## src/rtl/vds_pkg.sv

```systemverilog
// Shared definitions for the virtual 1-Wire EEPROM memory-function responders:
// command codes, CRC16 constant, FSM encodings and the byte-wise CRC16 step.
package vds_pkg;

    localparam logic [7:0]  CMD_WRITE_SP = 8'h0F;
    localparam logic [7:0]  CMD_READ_SP  = 8'hAA;
    localparam logic [7:0]  CMD_COPY_SP  = 8'h55;
    localparam logic [7:0]  CMD_READ_MEM = 8'hF0;

    // x16 + x15 + x2 + 1, bit-reversed for LSB-first shifting
    localparam logic [15:0] CRC16_POLY   = 16'hA001;

    typedef enum logic [2:0] {
        ST_IDLE,
        ST_HDR_TA1,
        ST_HDR_TA2,
        ST_HDR_ES,
        ST_DATA,
        ST_CRC_L,
        ST_CRC_H,
        ST_FILL
    } rd_state_t;

    typedef enum logic [1:0] {
        PH_TRIG,
        PH_FALL,
        PH_RISE
    } xfer_phase_t;

    function automatic logic [15:0] crc16_byte(input logic [15:0] crc, input logic [7:0] data);
        logic [15:0] c;
        c = crc ^ {8'h00, data};
        for (int i = 0; i < 8; i++) begin
            c = c[0] ? ((c >> 1) ^ CRC16_POLY) : (c >> 1);
        end
        return c;
    endfunction

endpackage

```

## src/rtl/vds_crc16_acc.sv

```systemverilog
// CRC16 accumulator with clear / seed / update controls; crc_upd previews the
// value after folding the current data byte so callers can use it same-cycle.
module vds_crc16_acc
    import vds_pkg::*;
(
    input  logic        clk,
    input  logic        nRst,
    input  logic        clear,
    input  logic        seed,
    input  logic [7:0]  seed_val,
    input  logic        update,
    input  logic [7:0]  data,
    output logic [15:0] crc,
    output logic [15:0] crc_upd
);

    logic [15:0] crc_reg;

    assign crc_upd = crc16_byte(crc_reg, data);
    assign crc     = crc_reg;

    always_ff @(posedge clk or negedge nRst) begin
        if (!nRst) begin
            crc_reg <= '0;
        end else if (clear) begin
            crc_reg <= '0;
        end else if (seed) begin
            crc_reg <= crc16_byte(16'h0000, seed_val);
        end else if (update) begin
            crc_reg <= crc_upd;
        end
    end

endmodule

```

## src/rtl/virtual_ds_mem_read_scratchpad_p.sv

```systemverilog
// Read Scratchpad responder: streams TA1/TA2/ES, scratchpad bytes from the
// target offset, the inverted CRC16, then fill bytes until the bus is reset.
module virtual_ds_mem_read_scratchpad_p
    import vds_pkg::*;
#(
    parameter int         SP_BYTES  = 8,
    parameter logic [7:0] CMD_CODE  = 8'hAA,
    parameter bit         CRC_EN    = 1'b1,
    parameter logic [7:0] FILL_BYTE = 8'hFF
) (
    input  logic                  clk,
    input  logic                  nRst,
    input  logic [SP_BYTES*8-1:0] Scratchpad,
    input  logic [7:0]            TA1,
    input  logic [7:0]            TA2,
    input  logic [7:0]            ES,
    input  logic                  cmdRunTrig,
    input  logic                  cmdAbort,
    input  logic                  ByteTransDone,
    output logic [7:0]            sentDat,
    output logic                  transTrig,
    output logic                  nRxTx,
    output logic                  cmdBusy,
    output logic                  cmdDone
);

    localparam int             AW       = $clog2(SP_BYTES);
    localparam int             LAST     = SP_BYTES - 1;
    localparam logic [AW:0]    LAST_IDX = LAST[AW:0];
    localparam logic [AW:0]    CNT_ONE  = {{AW{1'b0}}, 1'b1};

    rd_state_t   state_reg, state_next;
    xfer_phase_t phase_reg, phase_next;
    logic [AW:0] cnt_reg, cnt_next;
    logic [7:0]  sent_dat_reg, sent_dat_next;
    logic        trans_trig_reg, trans_trig_next;
    logic        busy_reg, busy_next;
    logic        done_reg, done_next;
    logic        trig_d_reg;
    logic [AW-1:0] off_reg;
    logic [7:0]  ta2_reg, es_reg;
    logic [7:0]  sp_reg [SP_BYTES];

    logic        run_rise, latch_en, byte_done;
    logic        crc_clear, crc_seed, crc_update;
    logic [15:0] crc_val, crc_upd;
    logic [AW:0] cnt_inc;

    assign run_rise = cmdRunTrig & ~trig_d_reg;
    assign cnt_inc  = cnt_reg + CNT_ONE;

    for (genvar gi = 0; gi < SP_BYTES; gi++) begin : g_sp
        always_ff @(posedge clk or negedge nRst) begin
            if (!nRst) begin
                sp_reg[gi] <= '0;
            end else if (latch_en) begin
                sp_reg[gi] <= Scratchpad[8*gi +: 8];
            end
        end
    end

    vds_crc16_acc u_crc (
        .clk      (clk),
        .nRst     (nRst),
        .clear    (crc_clear),
        .seed     (crc_seed),
        .seed_val (CMD_CODE),
        .update   (crc_update),
        .data     (sent_dat_reg),
        .crc      (crc_val),
        .crc_upd  (crc_upd)
    );

    always_ff @(posedge clk or negedge nRst) begin
        if (!nRst) begin
            state_reg      <= ST_IDLE;
            phase_reg      <= PH_TRIG;
            cnt_reg        <= '0;
            sent_dat_reg   <= '0;
            trans_trig_reg <= 1'b0;
            busy_reg       <= 1'b0;
            done_reg       <= 1'b0;
            trig_d_reg     <= 1'b0;
            off_reg        <= '0;
            ta2_reg        <= '0;
            es_reg         <= '0;
        end else begin
            state_reg      <= state_next;
            phase_reg      <= phase_next;
            cnt_reg        <= cnt_next;
            sent_dat_reg   <= sent_dat_next;
            trans_trig_reg <= trans_trig_next;
            busy_reg       <= busy_next;
            done_reg       <= done_next;
            trig_d_reg     <= cmdRunTrig;
            if (latch_en) begin
                off_reg <= TA1[AW-1:0];
                ta2_reg <= TA2;
                es_reg  <= ES;
            end
        end
    end

    always_comb begin
        state_next      = state_reg;
        phase_next      = phase_reg;
        cnt_next        = cnt_reg;
        sent_dat_next   = sent_dat_reg;
        trans_trig_next = 1'b0;
        busy_next       = busy_reg;
        done_next       = 1'b0;
        latch_en        = 1'b0;
        byte_done       = 1'b0;
        crc_clear       = 1'b0;
        crc_seed        = 1'b0;
        crc_update      = 1'b0;

        if (state_reg == ST_IDLE) begin
            if (run_rise) begin
                latch_en      = 1'b1;
                crc_seed      = 1'b1;
                state_next    = ST_HDR_TA1;
                phase_next    = PH_TRIG;
                sent_dat_next = TA1;
                busy_next     = 1'b1;
            end
        end else if (cmdAbort) begin
            state_next = ST_IDLE;
            phase_next = PH_TRIG;
            busy_next  = 1'b0;
            crc_clear  = 1'b1;
        end else begin
            case (phase_reg)
                PH_TRIG: begin
                    trans_trig_next = 1'b1;
                    phase_next      = PH_FALL;
                end
                PH_FALL: if (!ByteTransDone) phase_next = PH_RISE;
                PH_RISE: if (ByteTransDone) begin
                    byte_done  = 1'b1;
                    phase_next = PH_TRIG;
                end
                default: phase_next = PH_TRIG;
            endcase

            // Load the next byte on the same edge the current one completes
            if (byte_done) begin
                case (state_reg)
                    ST_HDR_TA1: begin
                        crc_update    = 1'b1;
                        state_next    = ST_HDR_TA2;
                        sent_dat_next = ta2_reg;
                    end
                    ST_HDR_TA2: begin
                        crc_update    = 1'b1;
                        state_next    = ST_HDR_ES;
                        sent_dat_next = es_reg;
                    end
                    ST_HDR_ES: begin
                        crc_update    = 1'b1;
                        state_next    = ST_DATA;
                        cnt_next      = {1'b0, off_reg};
                        sent_dat_next = sp_reg[off_reg];
                    end
                    ST_DATA: begin
                        crc_update = 1'b1;
                        if (cnt_reg == LAST_IDX) begin
                            if (CRC_EN) begin
                                state_next    = ST_CRC_L;
                                sent_dat_next = ~crc_upd[7:0];
                            end else begin
                                state_next    = ST_FILL;
                                sent_dat_next = FILL_BYTE;
                                done_next     = 1'b1;
                            end
                        end else begin
                            cnt_next      = cnt_inc;
                            sent_dat_next = sp_reg[cnt_inc[AW-1:0]];
                        end
                    end
                    ST_CRC_L: begin
                        state_next    = ST_CRC_H;
                        sent_dat_next = ~crc_val[15:8];
                    end
                    ST_CRC_H: begin
                        state_next    = ST_FILL;
                        sent_dat_next = FILL_BYTE;
                        done_next     = 1'b1;
                    end
                    default: sent_dat_next = FILL_BYTE;
                endcase
            end
        end
    end

    assign sentDat   = sent_dat_reg;
    assign transTrig = trans_trig_reg;
    assign nRxTx     = busy_reg;
    assign cmdBusy   = busy_reg;
    assign cmdDone   = done_reg;

endmodule
```

## config.mk

```make
export PLATFORM = sky130hd
export DESIGN_NAME = virtual_ds_mem_read_scratchpad_p
export DESIGN_NICKNAME = d
export VERILOG_FILES = /design/src/rtl/vds_pkg.sv /design/src/rtl/vds_crc16_acc.sv /design/src/rtl/virtual_ds_mem_read_scratchpad_p.sv
export SDC_FILE = /design/constraint.sdc
export NUM_CORES = 1
export LEC_CHECK = 0
export CAP_MARGIN = 20
export CORE_MARGIN = 2
export CORE_UTILIZATION = 35
export DETAILED_ROUTE_END_ITERATION = 8
export PLACE_DENSITY = 0.62
export SKIP_CTS_REPAIR_TIMING = 1
export SYNTH_ARGS = -nofsm -noshare
export SYNTH_HDL_FRONTEND = slang
export SYNTH_SLANG_ARGS = --single-unit
```

## constraint.sdc

```tcl
create_clock -name clk -period 2.7 [get_ports clk]
set_clock_uncertainty 0.1 [all_clocks]
set_input_delay 0.405 -clock clk [delete_from_list [all_inputs] [get_ports clk]]
set_output_delay 0.405 -clock clk [all_outputs]
set_load 0.01 [all_outputs]
```

==> results.tsv <==
metric	value	unit
status	finished clean	
fin crit period	2532	ps
CTS tree	done	
Leak	3.750	nW
Worst IR Drop VDD	524.0	uV
post-synthesis mux area share	0.1283	
Die W	137.7	um
post-route ant nets	0	
Synth top cells by count	270 x nand2_1, 120 x dfrtp_1, 36 x a21oi_1	
Via-to-Cell Ratio	5.192	
main combinational cell family by area after synthesis	simple AND/OR/NAND/NOR gates	
Final Max Tran Viols	0	
ANT cells	0	
max cap viols	0	
final WL	17470	um
Startpoint Class	register	
Worst-Margin Slew	852.6	ps
DRC	0	
setup TNS	0	ps
Final Hold Slack	360.2	ps
routability cong.	0.9086	
CTS buffer count	17	
Tot Pwr	9.878	mW
Synth Cell Area	6260	um^2
post-synthesis adder-cell area fraction	0.001999	
die area	18970	um^2
clk_lat worst skew	420	ps
Final Util	0.4781	
Synth area leaders	dfrtp_1 48%, nand2_1 16%, mux4_2 7.2%, mux2i_1 5.3%, a21oi_1 2.9%	
fraction of registers with async set/reset	1.000	
HPWL after DPL	12620	um
WS Path Type	reg2reg	
Synth Net Count	778	
max FFs per register	64	
Compound-Gate Fraction of Synth Area	0.1067	
placed cells	993	
Final period util	0.9377	
top_reg_cell synth	dfrtp_1	
Routed wire per std cell	17.03	um
nets	882	
vias	5327	
Hold Vio Cnt, Final	0	
initial core utilization	0.3594	
H-tree Lvls	4	
GRT Overall Usage	0.1990	
share of cells above drive strength 1	0.1049	
global-route wire length before repair	28230	um
total global routing overflow	0	
cell accounting for the most synthesized area	dfrtp_1	
relative slew slack	0.4295	
Post-synth EDFFs	0	
start point of the critical path	sentDat[1]	
pin count of the biggest net entering global routing	96	
height of the chip	137.7	um
Synth Area in Simple Gates	0.2141	
CP arrival	2750	ps
Yosys reg bits	120	
row cnt	48	
vias in the first global route	5339	
Synth cell types	48	
number of DRC markers in iteration 0	395	
CTS Buffer Depth	2	
Top Ports	105	
initial antenna violation count	0	
synthesis-to-finish area growth	33.02	%
min-delay src	cmdRunTrig	
CP Capture Type	register	
Mapped Cells	684	
crit path max fanout	4	
post-synth top area share	0.4797	
IO Port Bufs	104	
most frequent cell after synthesis	nand2_1	
Core ar.	17420	um^2
area of the multi-input gates	3060	um^2
fin cells	1026	
fmax	395.0	MHz
clk sinks	120	
clock-pin slew on the worst setup and hold paths	50	ps
RSZ-0062 raised after global routing	false	
syn_area_per_cell	9.152	um^2
HP Class	in2reg	
FF+latch area	3003	um^2
final setup fails	0	
Synth Area in XOR/XNOR	0.03718	
Root Buffer	clkbuf_16	
PwrDens	1186	nW/um^2
filler cell count	1674	
reg2reg start	sentDat[1]	
register area share after synthesis	0.4797	
required time worst endpoint	2920	ps
drt first pass iters	5	
YS warnings	0	
report_power, final:
part	leakage [nW]	switching, mW	total (mW)	internal [mW]
logic	1.90	2.13	4.09	1.96
clock network	0.325	0.870	2.57	1.70
registers	1.53	0.675	3.22	2.54
total	3.75	3.67	9.88	6.20
critical path, cell delays in order (launching register included):
cell and delay (ps):
dfrtp_1 430, xor2_2 210, xnor2_1 390, xnor3_2 580
xnor2_1 160, a311o_1 360, o31ai_2 210
routing by layer:
layer | GRT usage | vias to the layer above | share of wire
met4 | 0.07313 | 0 | 0.022
met3 | 0.04415 | 26 | 0.044
met1 | 0.2687 | 2591 | 0.46
met5 | 0 | - | 0
li1 | - | 2553 | -
met2 | 0.3145 | 157 | 0.47
metrics by stage:
| stage | instance area [um^2] | setup slack, ps |
|---|---|---|
| 3_5_place_dp | 7649 | 200.8 |
| 4_1_cts | 8317 | 201.2 |
| 5_1_grt | 8327 | 73.78 |
| 2_1_floorplan | 6260 | 349.8 |
| 6_report | 8327 | 168.1 |
| 3_3_place_gp | 7649 | 215.5 |
path summary, 6_finish.rpt:
path                              endpoint  depth (start not counted)  slack [ps]
min in group asynchronous       trig_d_reg                          2         410
worst min-delay path            trig_d_reg                          1         360
worst max register to register  sentDat[0]                          6         170
worst min register to register   es_reg[5]                          2         380
max in group asynchronous       sp_reg[28]                          3        1320
worst max-delay path            sentDat[0]                          6         170
cells by family after synthesis:
kind of cell    Yosys count
flops                   120
buf+inv                  51
xor+xnor                 24
compound gates          102
fa+ha+maj                 1
mux                      55
simple gates            331
final cells by class:
type                       count  area share
clock buffer                  19     0.05440
clock inverter                13     0.02585
multi-input combinational    513      0.3675
tap                          225     0.03381
inverter                       8    0.003606
sequential                   120      0.3606
timing repair buffer         128      0.1542
placed cells by master (no fill, tap or decap), types with 6 or more instances in the layout:
cell type        instances
nand2_1                269
dfrtp_1                120
clkdlybuf4s50_1        103
a21oi_1                 36
mux2i_1                 33
nor2_1                  20
mux4_2                  20
xnor2_1                 19
buf_4                   19
o21ai_0                 17
clkbuf_16               17
a22oi_1                 12
inv_1                    8
nor3_1                   8
and3_1                   8
o221ai_1                 8
nand3_1                  6
a22o_1                   6
No activity file was read; power rests on OpenSTA's default activity.
